[config.mk]
export PLATFORM = sky130hd
export DESIGN_NAME = serial_subtractor_flat
export DESIGN_NICKNAME = d
export VERILOG_FILES = /design/src/rtl/serial_subtractor_if.sv /design/src/rtl/serial_subtractor.sv /design/src/flat_wrapper.sv
export SDC_FILE = /design/constraint.sdc
export NUM_CORES = 1
export LEC_CHECK = 0
export CAP_MARGIN = 20
export CELL_PAD_IN_SITES_DETAIL_PLACEMENT = 1
export CELL_PAD_IN_SITES_GLOBAL_PLACEMENT = 1
export CORE_UTILIZATION = 40
export CTS_BUF_LIST = sky130_fd_sc_hd__clkbuf_4 sky130_fd_sc_hd__clkbuf_8
export CTS_CLUSTER_DIAMETER = 100
export DETAILED_ROUTE_END_ITERATION = 7
export PLACE_DENSITY = 0.86
export SLEW_MARGIN = 10
export SYNTH_ARGS = -nofsm -noshare
export SYNTH_HDL_FRONTEND = slang
export SYNTH_SLANG_ARGS = --single-unit
[constraint.sdc]
create_clock -name clk -period 1.6 [get_ports clk]
set_input_delay 0.24 -clock clk [delete_from_list [all_inputs] [get_ports clk]]
set_output_delay 0.24 -clock clk [all_outputs]
set_load 0.03 [all_outputs]
[src/rtl/serial_subtractor_if.sv]
// serial_subtractor_if: operand/result handshake bundle for the bit-serial subtractor
interface serial_subtractor_if #(parameter int WIDTH = 8);
   logic             in_valid;
   logic             in_ready;
   logic [WIDTH-1:0] a;
   logic [WIDTH-1:0] b;
   logic             bin;
   logic             out_valid;
   logic             out_ready;
   logic [WIDTH-1:0] d;
   logic             bout;
   logic             ovf;
   modport master (output in_valid, a, b, bin, out_ready, input in_ready, out_valid, d, bout, ovf);
   modport slave  (input in_valid, a, b, bin, out_ready, output in_ready, out_valid, d, bout, ovf);
endinterface

[src/rtl/serial_subtractor.sv]
// serial_subtractor: computes a - b - bin one bit per clock, LSB first
module serial_subtractor #(
   parameter int WIDTH = 8
) (
   input  logic                clk,
   input  logic                rst,
   serial_subtractor_if.slave  s,
   output logic                busy
);
   localparam int CW = $clog2(WIDTH);
   typedef enum logic [1:0] {IDLE, RUN, DONE} state_t;
   state_t           state_q, state_d;
   logic [WIDTH-1:0] a_sh_q, a_sh_d, b_sh_q, b_sh_d, d_q, d_d;
   logic [CW-1:0]    cnt_q, cnt_d;
   logic             br_q, br_d, bout_q, bout_d, ovf_q, ovf_d, am_q, am_d, bm_q, bm_d;
   logic             x, y, diff, nb, last;
   assign s.in_ready  = state_q == IDLE;
   assign s.out_valid = state_q == DONE;
   assign busy        = state_q == RUN;
   assign s.d         = d_q;
   assign s.bout      = bout_q;
   assign s.ovf       = ovf_q;
   // Next-state: accept operands, step one full-subtractor bit per cycle, hold result until taken
   always_comb begin
      state_d = state_q;
      a_sh_d  = a_sh_q;
      b_sh_d  = b_sh_q;
      d_d     = d_q;
      cnt_d   = cnt_q;
      br_d    = br_q;
      bout_d  = bout_q;
      ovf_d   = ovf_q;
      am_d    = am_q;
      bm_d    = bm_q;
      x       = a_sh_q[0];
      y       = b_sh_q[0];
      diff    = x ^ y ^ br_q;
      nb      = (~x & y) | (~(x ^ y) & br_q);
      last    = cnt_q == CW'(WIDTH - 1);
      case (state_q)
         IDLE: if (s.in_valid) begin
            state_d = RUN;
            a_sh_d  = s.a;
            b_sh_d  = s.b;
            br_d    = s.bin;
            am_d    = s.a[WIDTH-1];
            bm_d    = s.b[WIDTH-1];
            cnt_d   = '0;
            d_d     = '0;
         end
         RUN: begin
            a_sh_d = a_sh_q >> 1;
            b_sh_d = b_sh_q >> 1;
            d_d    = {diff, d_q[WIDTH-1:1]};
            br_d   = nb;
            cnt_d  = last ? cnt_q : cnt_q + 1'b1;
            if (last) begin
               state_d = DONE;
               bout_d  = nb;
               ovf_d   = (am_q != bm_q) & (diff != am_q);
            end
         end
         DONE: state_d = s.out_ready ? IDLE : DONE;
         default: state_d = IDLE;
      endcase
   end
   // State register with synchronous reset taking priority over any handshake
   always_ff @(posedge clk) begin
      if (rst) begin
         state_q <= IDLE;
         a_sh_q  <= '0;
         b_sh_q  <= '0;
         d_q     <= '0;
         cnt_q   <= '0;
         br_q    <= 1'b0;
         bout_q  <= 1'b0;
         ovf_q   <= 1'b0;
         am_q    <= 1'b0;
         bm_q    <= 1'b0;
      end else begin
         state_q <= state_d;
         a_sh_q  <= a_sh_d;
         b_sh_q  <= b_sh_d;
         d_q     <= d_d;
         cnt_q   <= cnt_d;
         br_q    <= br_d;
         bout_q  <= bout_d;
         ovf_q   <= ovf_d;
         am_q    <= am_d;
         bm_q    <= bm_d;
      end
   end
endmodule

[src/flat_wrapper.sv]
// flat-port wrapper written by rule: the top's interface ports become plain ports
module serial_subtractor_flat 
#(
   parameter int WIDTH = 8
)
  (clk, rst, busy, s_in_valid, s_a, s_b, s_bin, s_out_ready, s_in_ready, s_out_valid, s_d, s_bout, s_ovf);
  serial_subtractor_if #(.WIDTH(WIDTH)) s_i ();
  input  logic clk;
  input  logic rst;
  output logic busy;
  input wire logic [$bits(s_i.in_valid)-1:0] s_in_valid;
  input wire logic [$bits(s_i.a)-1:0] s_a;
  input wire logic [$bits(s_i.b)-1:0] s_b;
  input wire logic [$bits(s_i.bin)-1:0] s_bin;
  input wire logic [$bits(s_i.out_ready)-1:0] s_out_ready;
  output wire logic [$bits(s_i.in_ready)-1:0] s_in_ready;
  output wire logic [$bits(s_i.out_valid)-1:0] s_out_valid;
  output wire logic [$bits(s_i.d)-1:0] s_d;
  output wire logic [$bits(s_i.bout)-1:0] s_bout;
  output wire logic [$bits(s_i.ovf)-1:0] s_ovf;
  assign s_i.in_valid = s_in_valid;
  assign s_i.a = s_a;
  assign s_i.b = s_b;
  assign s_i.bin = s_bin;
  assign s_i.out_ready = s_out_ready;
  assign s_in_ready = s_i.in_ready;
  assign s_out_valid = s_i.out_valid;
  assign s_d = s_i.d;
  assign s_bout = s_i.bout;
  assign s_ovf = s_i.ovf;
  serial_subtractor #(.WIDTH(WIDTH)) u_core (.clk(clk), .rst(rst), .s(s_i), .busy(busy));
endmodule
# ---- Yosys cells after proc, flatten, opt, wreduce, memory -nomap -nowiden
# Index checks and enable logic that the tools add are counted.
dict set report word_totals {
  ff_bits 34
}
dict set report classes {
  n_bitwise 8
  n_addsub 1
  mux 15
  reduce_logical 7
  eq_ne 8
}
# cell n
set ops {}
lappend ops {{$pmux 8 s2} 3}
lappend ops {{$mux 8} 3}
lappend ops {{$reduce_and 2->1} 4}
lappend ops {{$mux 2} 3}
lappend ops {{$mux 3} 2}
lappend ops {{$pmux 2 s3} 1}
lappend ops {{$pmux 3 s2} 1}
lappend ops {{$ne 2x2->1 const B} 2}
lappend ops {{$add 3x1->3 const B} 1}
lappend ops {{$and 1x1->1} 3}
lappend ops {{$eq 3x3->1 const B} 1}
lappend ops {{$reduce_and 3->1} 1}
lappend ops {{$eq 2x1->1 const B} 1}
lappend ops {{$eq 2x2->1 const B} 1}
lappend ops {{$logic_not 2->1} 1}
lappend ops {{$ne 1x1->1} 2}
lappend ops {{$ne 2x1->1 const B} 1}
lappend ops {{$not 1->1} 2}
lappend ops {{$pmux 1 s2} 1}
lappend ops {{$reduce_bool 2->1} 1}
lappend ops {{$xor 1x1->1} 2}
lappend ops {{$mux 1} 1}
lappend ops {{$or 1x1->1} 1}

# ---- Logic depth before layout (Yosys ltp)
dict set report depth {
  word_depth 5
  mapped_depth 6
}

# ---- Worst setup path before layout
# No wires, ideal clock.
dict set report synth_path {
  kind {register to register}
  startpoint {register u_core.b_sh_q[0]}
  endpoint {register u_core.ovf_q (netlist: u_core.s.ovf)}
  required_ps 1509
  setup_time_ps 91
  synth_period_minus_slack_ps 1402
  path_slack_ps 198
  path_stages_with_launch 6
  path_buffers 0
  arrival_time_ps 1311
  cell_sequence {dfxtp_1 -> inv_1 -> fa_1 -> nor2b_1 -> a21oi_1 -> a311oi_1}
}
dict set report synth_between {
  elab_chain_len 4
}
# element line_no
set synth_lines {}
lappend synth_lines {{start: declaration} serial_subtractor.sv:13} ;# logic [WIDTH-1:0] a_sh_q, a_sh_d, b_sh_q, b_sh_d, d_q, d_d;
lappend synth_lines {{start signal: assignment} serial_subtractor.sv:83} ;# b_sh_q <= b_sh_d;
lappend synth_lines {{$xor 1x1->1 (2 in series)} serial_subtractor.sv:37} ;# diff = x ^ y ^ br_q;
lappend synth_lines {{$ne 1x1->1} serial_subtractor.sv:60} ;# ovf_d = (am_q != bm_q) & (diff != am_q);
lappend synth_lines {{$and 1x1->1} serial_subtractor.sv:60}
lappend synth_lines {{end signal: assignment} serial_subtractor.sv:88} ;# ovf_q <= ovf_d;
lappend synth_lines {{end: declaration} serial_subtractor.sv:15} ;# logic br_q, br_d, bout_q, bout_d, ovf_q, ovf_d, am_q, am_d, bm_q, bm_d;
# Every way passes these cells.
# A chain may end at the register's enable or synchronous reset.

# ---- Final worst setup path
dict set report layout_path {
  startpoint {register u_core.state_q[1]}
  endpoint {output port s_out_valid}
}
dict set report layout_between {
  elab_chain_len 1
}
# element line_no
set layout_lines {}
lappend layout_lines {{start: declaration} serial_subtractor.sv:12} ;# state_t state_q, state_d;
lappend layout_lines {{start signal: assignment} serial_subtractor.sv:81} ;# state_q <= state_d;
lappend layout_lines {{$eq 2x2->1} serial_subtractor.sv:18} ;# assign s.out_valid = state_q == DONE;
lappend layout_lines {{end: declaration} flat_wrapper.sv:17} ;# output wire logic [$bits(s_i.out_valid)-1:0] s_out_valid;
# Every way passes these cells.

==> impl_metrics.xml <==
<?xml version="1.0" encoding="UTF-8"?>
<metrics>
  <group name="run_status">
    <metric name="status" unit="">finished, final reports clean</metric>
  </group>
  <group name="power_and_ir_drop">
    <metric name="power-per-cell-area" unit="nW/um2">937.2</metric>
    <metric name="vdd_drop_max" unit="V">0.0006835</metric>
    <metric name="leak_pwr" unit="uW">0.0009030</metric>
  </group>
  <group name="clock_network">
    <metric name="cts_root_buffer" unit="">clkbuf_8</metric>
    <metric name="htreeDepth" unit="">2</metric>
    <metric name="cts.sinks" unit="">34</metric>
    <metric name="clock_buffers_created_by_tritoncts" unit="">5</metric>
    <metric name="clock_path_buffers" unit="">2</metric>
    <metric name="cts_hold_buf" unit="">0</metric>
    <metric name="cts_tree" unit="">built</metric>
    <metric name="clk_pin_slew" unit="ps">70</metric>
    <metric name="clock_latency" unit="ps">290</metric>
  </group>
  <group name="yosys">
    <metric name="netlist_area" unit="um2">1558</metric>
    <metric name="syn_inst" unit="">153</metric>
    <metric name="synth_top_cells_by_area" unit="">dfxtp_1 44%, mux2i_1 10%, a211oi_2 6.4%</metric>
    <metric name="yosysTopAreaCellShare" unit="%">43.69</metric>
    <metric name="postSynthAreaPerCell" unit="um2">10.18</metric>
    <metric name="yosys_warnings" unit="">0</metric>
    <metric name="yosysSeqAreaShare" unit="%">43.69</metric>
    <metric name="cell_type_with_the_highest_aggregate_area_in_the_netlist" unit="">dfxtp_1</metric>
    <metric name="post_synth_num_cell_types" unit="">29</metric>
    <metric name="synth.ff_latch_count" unit="">34</metric>
    <metric name="postSynthNetCount" unit="">177</metric>
  </group>
  <group name="worst_setup_path">
    <metric name="critical_path_arrival" unit="ps">1320</metric>
    <metric name="worstSetupEndpointType" unit="">primary output</metric>
    <metric name="path_depth_of_the_worst_reg2reg_path" unit="">5</metric>
    <metric name="regToRegEndpoint" unit="">u_core.s.ovf$_SDFFE_PP0P_</metric>
    <metric name="critical_setup_path_class" unit="">flop to primary output</metric>
    <metric name="critPathLaunchType" unit="">flop</metric>
    <metric name="worst_r2r_start" unit="">u_core.b_sh_q[0]$_SDFFE_PP0P_</metric>
    <metric name="crit_path_start" unit="">u_core.state_q[1]$_SDFFE_PP0P_</metric>
    <metric name="r2r_slack" unit="ps">40</metric>
    <metric name="crit_path_max_fanout" unit="">3</metric>
    <metric name="cp.required" unit="ps">1360</metric>
  </group>
  <group name="die">
    <metric name="core_area" unit="um2">3689</metric>
    <metric name="dieHeight" unit="um">64.41</metric>
    <metric name="fp-row-count" unit="">22</metric>
    <metric name="die_x" unit="um">64.41</metric>
    <metric name="die_area" unit="um2">4148</metric>
    <metric name="initial_cell_density_of_the_core" unit="%">42.23</metric>
    <metric name="top_level_ports" unit="">34</metric>
  </group>
  <group name="sta">
    <metric name="timing_worst_slew_pin_value" unit="ps">369.2</metric>
    <metric name="setup_violations" unit="">0</metric>
    <metric name="headroom_to_the_max_slew_limit" unit="%">75.28</metric>
    <metric name="min_period_over_period" unit="%">97.75</metric>
    <metric name="rsz0062_at_grt" unit="">true</metric>
    <metric name="slew_violations" unit="">0</metric>
    <metric name="final_period_minus_worst_setup_slack" unit="ps">1564</metric>
    <metric name="fmax" unit="MHz">639.4</metric>
    <metric name="timing.clock.skew" unit="ps">9.773</metric>
    <metric name="timing_hold_violations_final" unit="">0</metric>
    <metric name="post-route-worst-setup-slack" unit="ps">36.00</metric>
  </group>
  <group name="placed_design">
    <metric name="gp_congestion" unit="">0.6864</metric>
    <metric name="placed_cell_area" unit="um2">1926</metric>
    <metric name="port-buffer-count" unit="">33</metric>
    <metric name="hpwl" unit="um">2498</metric>
    <metric name="place_inst" unit="">227</metric>
    <metric name="preCtsSetupSlack" unit="ps">9.294</metric>
  </group>
  <group name="layout">
    <metric name="number_of_non_filler_instances_in_the_completed_layout" unit="">240</metric>
    <metric name="syn2layout_area_growth" unit="%">34.70</metric>
    <metric name="layout_common_cells" unit="">32 x dfxtp_1, 24 x clkdlybuf4s50_1, 22 x nor2_1</metric>
    <metric name="fraction_of_final_layout_cells_sized_beyond_drive_strength_1" unit="%">23.96</metric>
    <metric name="antenna-diode-count" unit="">0</metric>
    <metric name="nets" unit="">215</metric>
    <metric name="commonest_non_fill_non_tap_cell_in_the_layout" unit="">dfxtp_1</metric>
    <metric name="n_fill_cell" unit="">418</metric>
    <metric name="postLayoutCellArea" unit="um2">2098</metric>
  </group>
  <group name="min_path">
    <metric name="worstHoldStart" unit="">u_core.br_q$_SDFFE_PP0P_</metric>
    <metric name="hold_path.class" unit="">flop to flop</metric>
    <metric name="min_delay_path_depth" unit="">2</metric>
    <metric name="hold_path_end" unit="">u_core.br_q$_SDFFE_PP0P_</metric>
  </group>
  <group name="drt">
    <metric name="first_iter_violations" unit="">43</metric>
    <metric name="route.detailed.vias_per_inst" unit="">5.442</metric>
    <metric name="postRouteAntennaNets" unit="">0</metric>
    <metric name="post_drt_wl_per_cell" unit="um">17.64</metric>
    <metric name="totalWireLength" unit="um">4233</metric>
    <metric name="detailroute.via_count" unit="">1306</metric>
    <metric name="dr.pass1.iters" unit="">4</metric>
    <metric name="route.detailed.drc" unit="">0</metric>
  </group>
  <group name="global_route">
    <metric name="grt_start_max_net_pins" unit="">35</metric>
    <metric name="wire_length_of_the_first_global_routing_pass" unit="um">6389</metric>
    <metric name="grt_util_overall" unit="%">20.44</metric>
    <metric name="groute.layer.met1.usage" unit="%">21.99</metric>
    <metric name="grt_pass1_vias" unit="">1359</metric>
    <metric name="grtUsageMet3" unit="%">5.357</metric>
    <metric name="busiest_layer" unit="">met2</metric>
    <metric name="grt_util_met2" unit="%">37.37</metric>
    <metric name="antenna_found_initial" unit="">0</metric>
    <metric name="grt.overflow.total" unit="">0</metric>
  </group>
  <group name="job">
    <metric name="cap_violations" unit="">0</metric>
  </group>
</metrics>
==> layer usage <==
layer	part of all wire [%]	routed length, um
met5	0	0
met4	1.5	63
met3	3.2	135
met1	41	1756
met2	54	2277
==> repair_timing <==
action / CTS / global route
buffers inserted: 0 / 5
endpoints found under the setup margin: 3 / 9
pin swaps: 0 / 2
resized for setup: 6 / 12
==> cells in the mapped netlist, drive strengths merged <==
master  count
or3b        1
and2b       1
o21bai      1
nand2b      1
dfxtp      34
o21ba       1
a311oi      2
nand3       4
clkbuf      5
nand2       5
a31oi       3
a21oi       6
inv         2
nor3b       2
nor2       28
nor4b       1
fa          1
nor2b       2
mux2i      16
buf         9
ha          2
a211oi     16
a22oi      10
==> stage by stage <==
| stage | total power, uW | utilization [%] | setup TNS [ps] | hold WS (ps) |
|---|---|---|---|---|
| 2_1_floorplan | 1154 | - | 0 | 387.2 |
| 3_3_place_gp | 1248 | 52.20 | 0 | 470.6 |
| 3_5_place_dp | 1268 | 52.20 | 0 | 490.7 |
| 4_1_cts | 1943 | 55.09 | 0 | 510.7 |
| 5_1_grt | 2038 | 56.89 | -48.28 | 521.1 |
| 6_report | 1967 | 56.89 | 0 | 491.4 |
==> critical path, stage by stage, from the launching register on <==
cell and delay, ps:
dfxtp_1 360, nor2b_1 240, dlygate4sd2_1 430
==> flip-flops by register name, indices dropped and copies added (netlist names) <==
name / count
u_core.a_sh_q: 8
u_core.s.ovf: 1
u_core.bm_q: 1
u_core.s.d: 8
u_core.state_q: 2
u_core.s.bout: 1
u_core.cnt_q: 3
u_core.b_sh_q: 8
u_core.am_q: 1
u_core.br_q: 1
==> layout make-up <==
class                      instances  area, um2  share of cell area, %
tap                               48      60.06                  2.862
inverter                           2      7.507                 0.3578
timing repair buffer              45      480.5                  22.90
clock buffer                       7      90.09                  4.293
multi-input combinational        103      772.0                  36.79
clock inverter                     1      5.005                 0.2385
sequential                        34      683.2                  32.56
==> cells by family (layout without fill, tap and decap cells) <==
group / Yosys count / in the layout / share of synthesized area [%]
AO/OA/AOI/OAI: 39 / 39 / 21.13
adder cells (fa/ha/maj): 3 / 3 / 2.891
buffers and inverters: 16 / 55 / 7.549
flip-flops: 34 / 34 / 43.69
multiplexers: 16 / 16 / 10.28
AND/OR/NAND/NOR: 45 / 45 / 14.46
==> where the power goes <==
part	switching (uW)	leakage, uW	internal [uW]
clock	312	0.0000517	364
combinational	173	0.000572	187
sequential	35.4	0.000279	895
total	520	0.000903	1450
==> how the worst max path moves through the flow <==
stage               cells past startpoint  slack (ps)                   endpoint
CTS                                     5           2  u_core.s.ovf$_SDFFE_PP0P_
finish                                  2          40                s_out_valid
floorplan                               5         200  u_core.s.ovf$_SDFFE_PP0P_
detailed placement                      4           9   u_core.am_q$_SDFFE_PP0P_
global placement                        5         100  u_core.s.ovf$_SDFFE_PP0P_
global route                            5         -50  u_core.s.ovf$_SDFFE_PP0P_
(Power assumes the default switching activity.)
